==> src/rtl/lsu_ram_pkg.sv <==
// Shared types for the load/store unit in front of a single-port word RAM.
// Optional range checking is enabled with the LSU_RAM_RANGE_CHECK_EN macro (see lsu_ram.sv).
package lsu_ram_pkg;

  typedef enum logic [1:0] {
    SZ_BYTE = 2'd0,
    SZ_HALF = 2'd1,
    SZ_WORD = 2'd2
  } size_e;

  typedef enum logic [2:0] {
    ST_IDLE  = 3'd0,
    ST_ISSUE = 3'd1,
    ST_WAIT  = 3'd2,
    ST_WRITE = 3'd3,
    ST_RESP  = 3'd4
  } state_e;

  // Size 3 is never legal; halves need an even address, words a 4-byte aligned one.
  function automatic logic access_err(input logic [1:0] size, input logic [1:0] lane);
    logic err;
    case (size)
      SZ_BYTE: err = 1'b0;
      SZ_HALF: err = lane[0];
      SZ_WORD: err = (lane != 2'b00);
      default: err = 1'b1;
    endcase
    return err;
  endfunction

endpackage

==> src/rtl/lsu_ram_align.sv <==
// Byte/half lane extraction for loads and lane merge for read-modify-write stores.
// Purely combinational; the lane is the low two bits of the byte address.
module lsu_ram_align
  import lsu_ram_pkg::*;
(
  input  logic [1:0]  i_size,
  input  logic        i_uns,
  input  logic [1:0]  i_lane,
  input  logic [31:0] i_ram_word,
  input  logic [31:0] i_wdata,
  output logic [31:0] o_load_data,
  output logic [31:0] o_merged
);

  logic [4:0]  byte_shift;
  logic [4:0]  half_shift;
  logic [7:0]  byte_sel;
  logic [15:0] half_sel;
  logic [31:0] byte_mask;
  logic [31:0] half_mask;

  always_comb begin
    byte_shift  = {i_lane, 3'b000};
    half_shift  = {i_lane[1], 4'b0000};
    byte_sel    = 8'(i_ram_word >> byte_shift);
    half_sel    = 16'(i_ram_word >> half_shift);
    byte_mask   = 32'h0000_00ff << byte_shift;
    half_mask   = 32'h0000_ffff << half_shift;
    o_load_data = i_ram_word;
    o_merged    = i_wdata;
    if (i_size == SZ_BYTE) begin
      o_load_data = i_uns ? {24'h0, byte_sel} : {{24{byte_sel[7]}}, byte_sel};
      o_merged    = (i_ram_word & ~byte_mask) |
                    ((32'(i_wdata[7:0]) << byte_shift) & byte_mask);
    end else if (i_size == SZ_HALF) begin
      o_load_data = i_uns ? {16'h0, half_sel} : {{16{half_sel[15]}}, half_sel};
      o_merged    = (i_ram_word & ~half_mask) |
                    ((32'(i_wdata[15:0]) << half_shift) & half_mask);
    end
  end

endmodule

==> src/rtl/lsu_ram.sv <==
// Load/store unit driving one port of a write-first RAM with 1-cycle read latency.
// Define LSU_RAM_RANGE_CHECK_EN to flag addresses beyond DEPTH words instead of wrapping.
module lsu_ram
  import lsu_ram_pkg::*;
#(
  parameter int DEPTH      = 2**16,
  parameter int DATA_WIDTH = 32
) (
  input  logic                     i_clk,
  input  logic                     i_rst,
  // Both channels use valid/ready: a transfer happens on a rising edge where
  // valid and ready are both 1; valid, once raised, holds its payload until then.
  input  logic                     i_req_valid,
  output logic                     o_req_ready,
  input  logic                     i_req_we,
  input  logic [1:0]               i_req_size,
  input  logic                     i_req_unsigned,
  input  logic [31:0]              i_req_addr,
  input  logic [31:0]              i_req_wdata,
  output logic                     o_rsp_valid,
  input  logic                     i_rsp_ready,
  output logic [31:0]              o_rsp_rdata,
  output logic                     o_rsp_err,
  output logic [$clog2(DEPTH)-1:0] o_ram_addr,
  output logic [DATA_WIDTH-1:0]    o_ram_data,
  output logic                     o_ram_we,
  input  logic [DATA_WIDTH-1:0]    i_ram_data
);

  localparam int AW = $clog2(DEPTH);

  state_e        state_q, state_d;
  logic          we_q, we_d;
  logic [1:0]    size_q, size_d;
  logic          uns_q, uns_d;
  logic [AW+1:0] addr_q, addr_d;
  logic [31:0]   wdata_q, wdata_d;
  logic [31:0]   rdata_q, rdata_d;
  logic [31:0]   merged_q, merged_d;
  logic          err_q, err_d;

  logic          range_err;
  logic          req_err;
  logic          word_store;
  logic [31:0]   load_data;
  logic [31:0]   merged_word;

`ifdef LSU_RAM_RANGE_CHECK_EN
  assign range_err = ({2'b00, i_req_addr[31:2]} >= 32'(DEPTH));
`else
  // Upper address bits are deliberately dropped so accesses wrap modulo DEPTH words.
  logic unused_addr_hi;
  assign range_err      = 1'b0;
  assign unused_addr_hi = ^i_req_addr[31:AW+2];
`endif

  assign req_err    = access_err(i_req_size, i_req_addr[1:0]) | range_err;
  assign word_store = we_q && (size_q == SZ_WORD);

  lsu_ram_align u_align (
    .i_size      (size_q),
    .i_uns       (uns_q),
    .i_lane      (addr_q[1:0]),
    .i_ram_word  (i_ram_data),
    .i_wdata     (wdata_q),
    .o_load_data (load_data),
    .o_merged    (merged_word)
  );

  always_comb begin
    state_d  = state_q;
    we_d     = we_q;
    size_d   = size_q;
    uns_d    = uns_q;
    addr_d   = addr_q;
    wdata_d  = wdata_q;
    rdata_d  = rdata_q;
    merged_d = merged_q;
    err_d    = err_q;
    unique case (state_q)
      ST_IDLE: begin
        if (i_req_valid) begin
          we_d    = i_req_we;
          size_d  = i_req_size;
          uns_d   = i_req_unsigned;
          addr_d  = i_req_addr[AW+1:0];
          wdata_d = i_req_wdata;
          rdata_d = 32'h0;
          err_d   = req_err;
          state_d = req_err ? ST_RESP : ST_ISSUE;
        end
      end
      ST_ISSUE: state_d = word_store ? ST_RESP : ST_WAIT;
      ST_WAIT: begin
        if (we_q) begin
          merged_d = merged_word;
          state_d  = ST_WRITE;
        end else begin
          rdata_d  = load_data;
          state_d  = ST_RESP;
        end
      end
      ST_WRITE: state_d = ST_RESP;
      ST_RESP:  if (i_rsp_ready) state_d = ST_IDLE;
      default:  state_d = ST_IDLE;
    endcase
  end

  always_ff @(posedge i_clk) begin
    if (i_rst) begin
      state_q  <= ST_IDLE;
      we_q     <= 1'b0;
      size_q   <= 2'd0;
      uns_q    <= 1'b0;
      addr_q   <= '0;
      wdata_q  <= 32'h0;
      rdata_q  <= 32'h0;
      merged_q <= 32'h0;
      err_q    <= 1'b0;
    end else begin
      state_q  <= state_d;
      we_q     <= we_d;
      size_q   <= size_d;
      uns_q    <= uns_d;
      addr_q   <= addr_d;
      wdata_q  <= wdata_d;
      rdata_q  <= rdata_d;
      merged_q <= merged_d;
      err_q    <= err_d;
    end
  end

  assign o_req_ready = (state_q == ST_IDLE);
  assign o_rsp_valid = (state_q == ST_RESP);
  assign o_rsp_rdata = o_rsp_valid ? rdata_q : 32'h0;
  assign o_rsp_err   = o_rsp_valid & err_q;
  assign o_ram_addr  = addr_q[AW+1:2];
  assign o_ram_we    = ((state_q == ST_ISSUE) && word_store) || (state_q == ST_WRITE);
  assign o_ram_data  = (state_q == ST_WRITE) ? merged_q : wdata_q;

endmodule

==> config.mk <==
export PLATFORM = sky130hd
export DESIGN_NAME = lsu_ram
export DESIGN_NICKNAME = d
export VERILOG_FILES = /design/src/rtl/lsu_ram_pkg.sv /design/src/rtl/lsu_ram_align.sv /design/src/rtl/lsu_ram.sv
export SDC_FILE = /design/constraint.sdc
export NUM_CORES = 1
export LEC_CHECK = 0
export CORE_ASPECT_RATIO = 0.8
export CORE_UTILIZATION = 45
export CTS_CLUSTER_SIZE = 25
export DETAILED_ROUTE_END_ITERATION = 10
export GPL_TIMING_DRIVEN = 0
export PLACE_DENSITY = 0.76
export SYNTH_ARGS = -nofsm -noshare
export SYNTH_HDL_FRONTEND = slang
export SYNTH_SLANG_ARGS = --single-unit
==> constraint.sdc <==
create_clock -name i_clk -period 1.89 [get_ports i_clk]
set_input_delay 0.378 -clock i_clk [delete_from_list [all_inputs] [get_ports i_clk]]
set_output_delay 0.378 -clock i_clk [all_outputs]
set_load 0.03 [all_outputs]
==> results.sh <==
export IMPL_io_pins=188
export IMPL_yosys_cell_types_count=45
export IMPL_synthArstFlopShare=0
export IMPL_cts_sink_count=122
export IMPL_grt_util_met3=0.0727
export IMPL_crit_fanout=7
export IMPL_final_design_area_no_fill_mm2=0.00956
export IMPL_post_route_cells_drive_above_1_share=0.279
export IMPL_unrepaired_setup_endpoints_after_global_routing="true"
export IMPL_core_ar_mm2=0.0136
export IMPL_timing_hold_violations_final=0
export IMPL_total_number_of_nets_in_the_final_design=1055
export IMPL_crit_path_end_kind="output port"
export IMPL_grt_first_pass_wirelength_um=33500
export IMPL_synth_warnings=0
export IMPL_layout_cells_most_common="sky130_fd_sc_hd__nand2_1"
export IMPL_final_setup_tns_ns=-9.64
export IMPL_worst_path_buf_inv=3
export IMPL_grt_use_met2=0.435
export IMPL_drt_drc_violations_left=0
export IMPL_timing_fmax_mhz=468
export IMPL_worst_r2r_cell_count=8
export IMPL_synth_nets=844
export IMPL_gp_congestion=0.974
export IMPL_detailedRoute_firstIterationViolations=687
export IMPL_min_period_over_period=1.13
export IMPL_tritoncts="done"
export IMPL_grt_total_usage=0.305
export IMPL_period_minus_slack_ns=2.14
export IMPL_bufs_on_longest_clock_path=2
export IMPL_crit_family="buffers and inverters"
export IMPL_grt_max_degree=17
export IMPL_most_common_layout_cells="sky130_fd_sc_hd__nand2_1, sky130_fd_sc_hd__dfxtp_1, sky130_fd_sc_hd__clkdlybuf4s50_1"
export IMPL_std_cell_rows=38
export IMPL_ir_drop_v=0.000805
export IMPL_detailedPlacementHpwl_um=16000
export IMPL_yosys_area_top_type="sky130_fd_sc_hd__dfxtp_1"
export IMPL_finalSetupViolCount=62
export IMPL_synthesis_area_mm2=0.00634
export IMPL_worst_path_stages=5
export IMPL_drt_pass1_iterations=5
export IMPL_hold_path_startpoint="i_ram_data[31]"
export IMPL_drt_antenna_violating_nets=0
export IMPL_placed_cell_area_mm2=0.00831
export IMPL_worstPathCellList="nand3b_1 -> buf_8 -> clkbuf_16 -> mux2_4 -> buf_6"
export IMPL_ys_dominant_reg_cell="sky130_fd_sc_hd__dfxtp_1"
export IMPL_static_leakage_power_uw=0.00416
export IMPL_timing_critical_path_slowest_stage_cell="sky130_fd_sc_hd__dfxtp_2"
export IMPL_detail_route_wl_per_cell_um=19.9
export IMPL_synth_ff_latch_count=122
export IMPL_dr_vias=6608
export IMPL_regToRegSetupSlack_ns=0.01
export IMPL_grtUsageMet1=0.448
export IMPL_area_growth_synth_to_final_pct=50.7
export IMPL_seq_area_frac_synth=0.385
export IMPL_grt_busiest_layer="met1"
export IMPL_category_of_the_worst_setup_path_launch_point="flop"
export IMPL_fin_skew_ns=0.00785
export IMPL_die_width_um=135
export IMPL_initial_antenna_violation_count=0
export IMPL_min_delay_path_depth=3
export IMPL_syn_instance_count=740
export IMPL_critical_path_required_ns=1.51
export IMPL_power_total_uw=8080
export IMPL_antenna_cells_inserted=0
export IMPL_power_density_mw_per_mm2=845
export IMPL_slew_viol_final=0
export IMPL_setup_ws_ns=-0.247
export IMPL_clock_tree_root_cell="sky130_fd_sc_hd__clkbuf_16"
export IMPL_violations="setup timing"
export IMPL_pre_cts_ws_ns=-0.698
export IMPL_regToRegStartpoint="state_q[2]$_SDFFE_PP0P_"
export IMPL_rr_endpoint="merged_q[14]$_SDFFE_PP0P_"
export IMPL_crit_arrival_ns=1.76
export IMPL_tightestPinTransition_ns=0.673
export IMPL_clk_latency_ns=0.41
export IMPL_synth_enable_flop_cells=0
export IMPL_port_buffers=173
export IMPL_post_route_util=0.700
export IMPL_first_global_vias=5870
export IMPL_global_route_overflow_total=0
export IMPL_h_tree_depth=4
export IMPL_cts_hold_buf=0
export IMPL_total_length_of_routed_wires_um=22800
export IMPL_timing_worst_setup_path_type="flop to output port"
export IMPL_worst_slew_margin_relative_to_its_limit=0.549
export IMPL_cap_viol_max_count=0
export IMPL_fraction_of_synthesized_cell_area_taken_by_the_top_area_cell_type=0.385
export IMPL_via_per_inst=5.78
export IMPL_timing_hold_worst_endpoint="merged_q[31]$_SDFFE_PP0P_"
export IMPL_status="complete, but fails checks"
export IMPL_fillers=1048
export IMPL_start_util=0.465
export IMPL_cts_inserted_buffers=17
export IMPL_holdCritPathClass="primary input to flop"
export IMPL_die_area_mm2=0.0146
export IMPL_synth_area_per_cell_um2=8.57
export IMPL_synth_area_leaders="sky130_fd_sc_hd__dfxtp_1, sky130_fd_sc_hd__nand2_1, sky130_fd_sc_hd__mux2_2"
export IMPL_clk_transition_reported_paths_ns=0.06
export IMPL_fp_dieH_um=108
export IMPL_critical_path_max_stage_delay_ns=0.37
==> kinds of logic after synthesis <==
group / share of synthesized area
and+or+nand+nor: 0.207
buffers and inverters: 0.0765
muxes: 0.133
DFF: 0.385
AOI/OAI and AO/OA: 0.198
==> per-stage QoR <==
stage / hold WS [ns] / instances
3_3_place_gp: 0.444 / 1093
5_1_grt: 0.412 / 1144
2_1_floorplan: 0.432 / 740
4_1_cts: 0.459 / 1144
3_5_place_dp: 0.450 / 1093
6_report: 0.416 / 1144
==> state kept, by name, summed over array words and instances (netlist names) <==
name	cells
rdata_q	32
we_q	1
wdata_q	32
err_q	1
addr_q	18
state_q	3
size_q	2
uns_q	1
merged_q	32
==> layer usage <==
layer,up-vias,part of all wire
li1,3052,-
met1,3097,0.44
met2,403,0.42
met3,56,0.11
met4,0,0.027
met5,-,0
==> worst min-delay path: stages <==
cell and delay [ns]:
sky130_fd_sc_hd__dlymetal6s2s_1 0.22, sky130_fd_sc_hd__nand2_1 0.10, sky130_fd_sc_hd__a311oi_1 0.08
==> cells in the mapped netlist, types with 16 or more instances <==
master,count
sky130_fd_sc_hd__a21oi_1,68
sky130_fd_sc_hd__nand2_1,145
sky130_fd_sc_hd__mux2i_1,20
sky130_fd_sc_hd__clkbuf_1,25
sky130_fd_sc_hd__buf_2,28
sky130_fd_sc_hd__dfxtp_1,122
sky130_fd_sc_hd__nand3b_1,21
sky130_fd_sc_hd__a211oi_1,16
sky130_fd_sc_hd__buf_4,20
sky130_fd_sc_hd__o21ai_0,19
sky130_fd_sc_hd__nor2_1,44
sky130_fd_sc_hd__and2_1,35
sky130_fd_sc_hd__a221o_1,16
sky130_fd_sc_hd__mux2_2,42
==> timing repair <==
item | in CTS | in global routing
resized for setup | 532 | 58
setup endpoints to repair | 123 | 173
gates cloned | 3 | 2
buffers inserted | 17 | 1
pin swaps | 3 | 2
==> worst max-delay path by stage <==
stage	startpoint	to	slack (ns)
detailed placement	state_q[0]$_SDFFE_PP0P_	o_rsp_rdata[20]	-0.70
floorplan	size_q[1]$_SDFFE_PP0P_	o_ram_we	0.04
finish	state_q[2]$_SDFFE_PP0P_	o_ram_data[12]	-0.25
global route	state_q[2]$_SDFFE_PP0P_	o_ram_data[12]	-0.27
global placement	state_q[0]$_SDFFE_PP0P_	o_rsp_rdata[20]	-0.67
CTS	state_q[2]$_SDFFE_PP0P_	o_ram_data[5]	-0.27
==> report_power, final <==
group,internal (uW),leakage [uW],total (uW),switching (uW)
Combinational,781,0.00286,1730,952
Clock,2230,0.000309,3530,1300
Sequential,2680,0.000994,2810,128
==> cell type report <==
cell class                 instances  area (um2)  area share
clock buffer                      17         425      0.0445
multi-input combinational        526        3600       0.377
clock inverter                    15         211      0.0221
inverter                          11        41.3     0.00432
timing repair buffer             196        2080       0.217
tap                              180         225      0.0236
sequential                       122        2450       0.256
buffer                            77         523      0.0547
(Power assumes the default switching activity.)
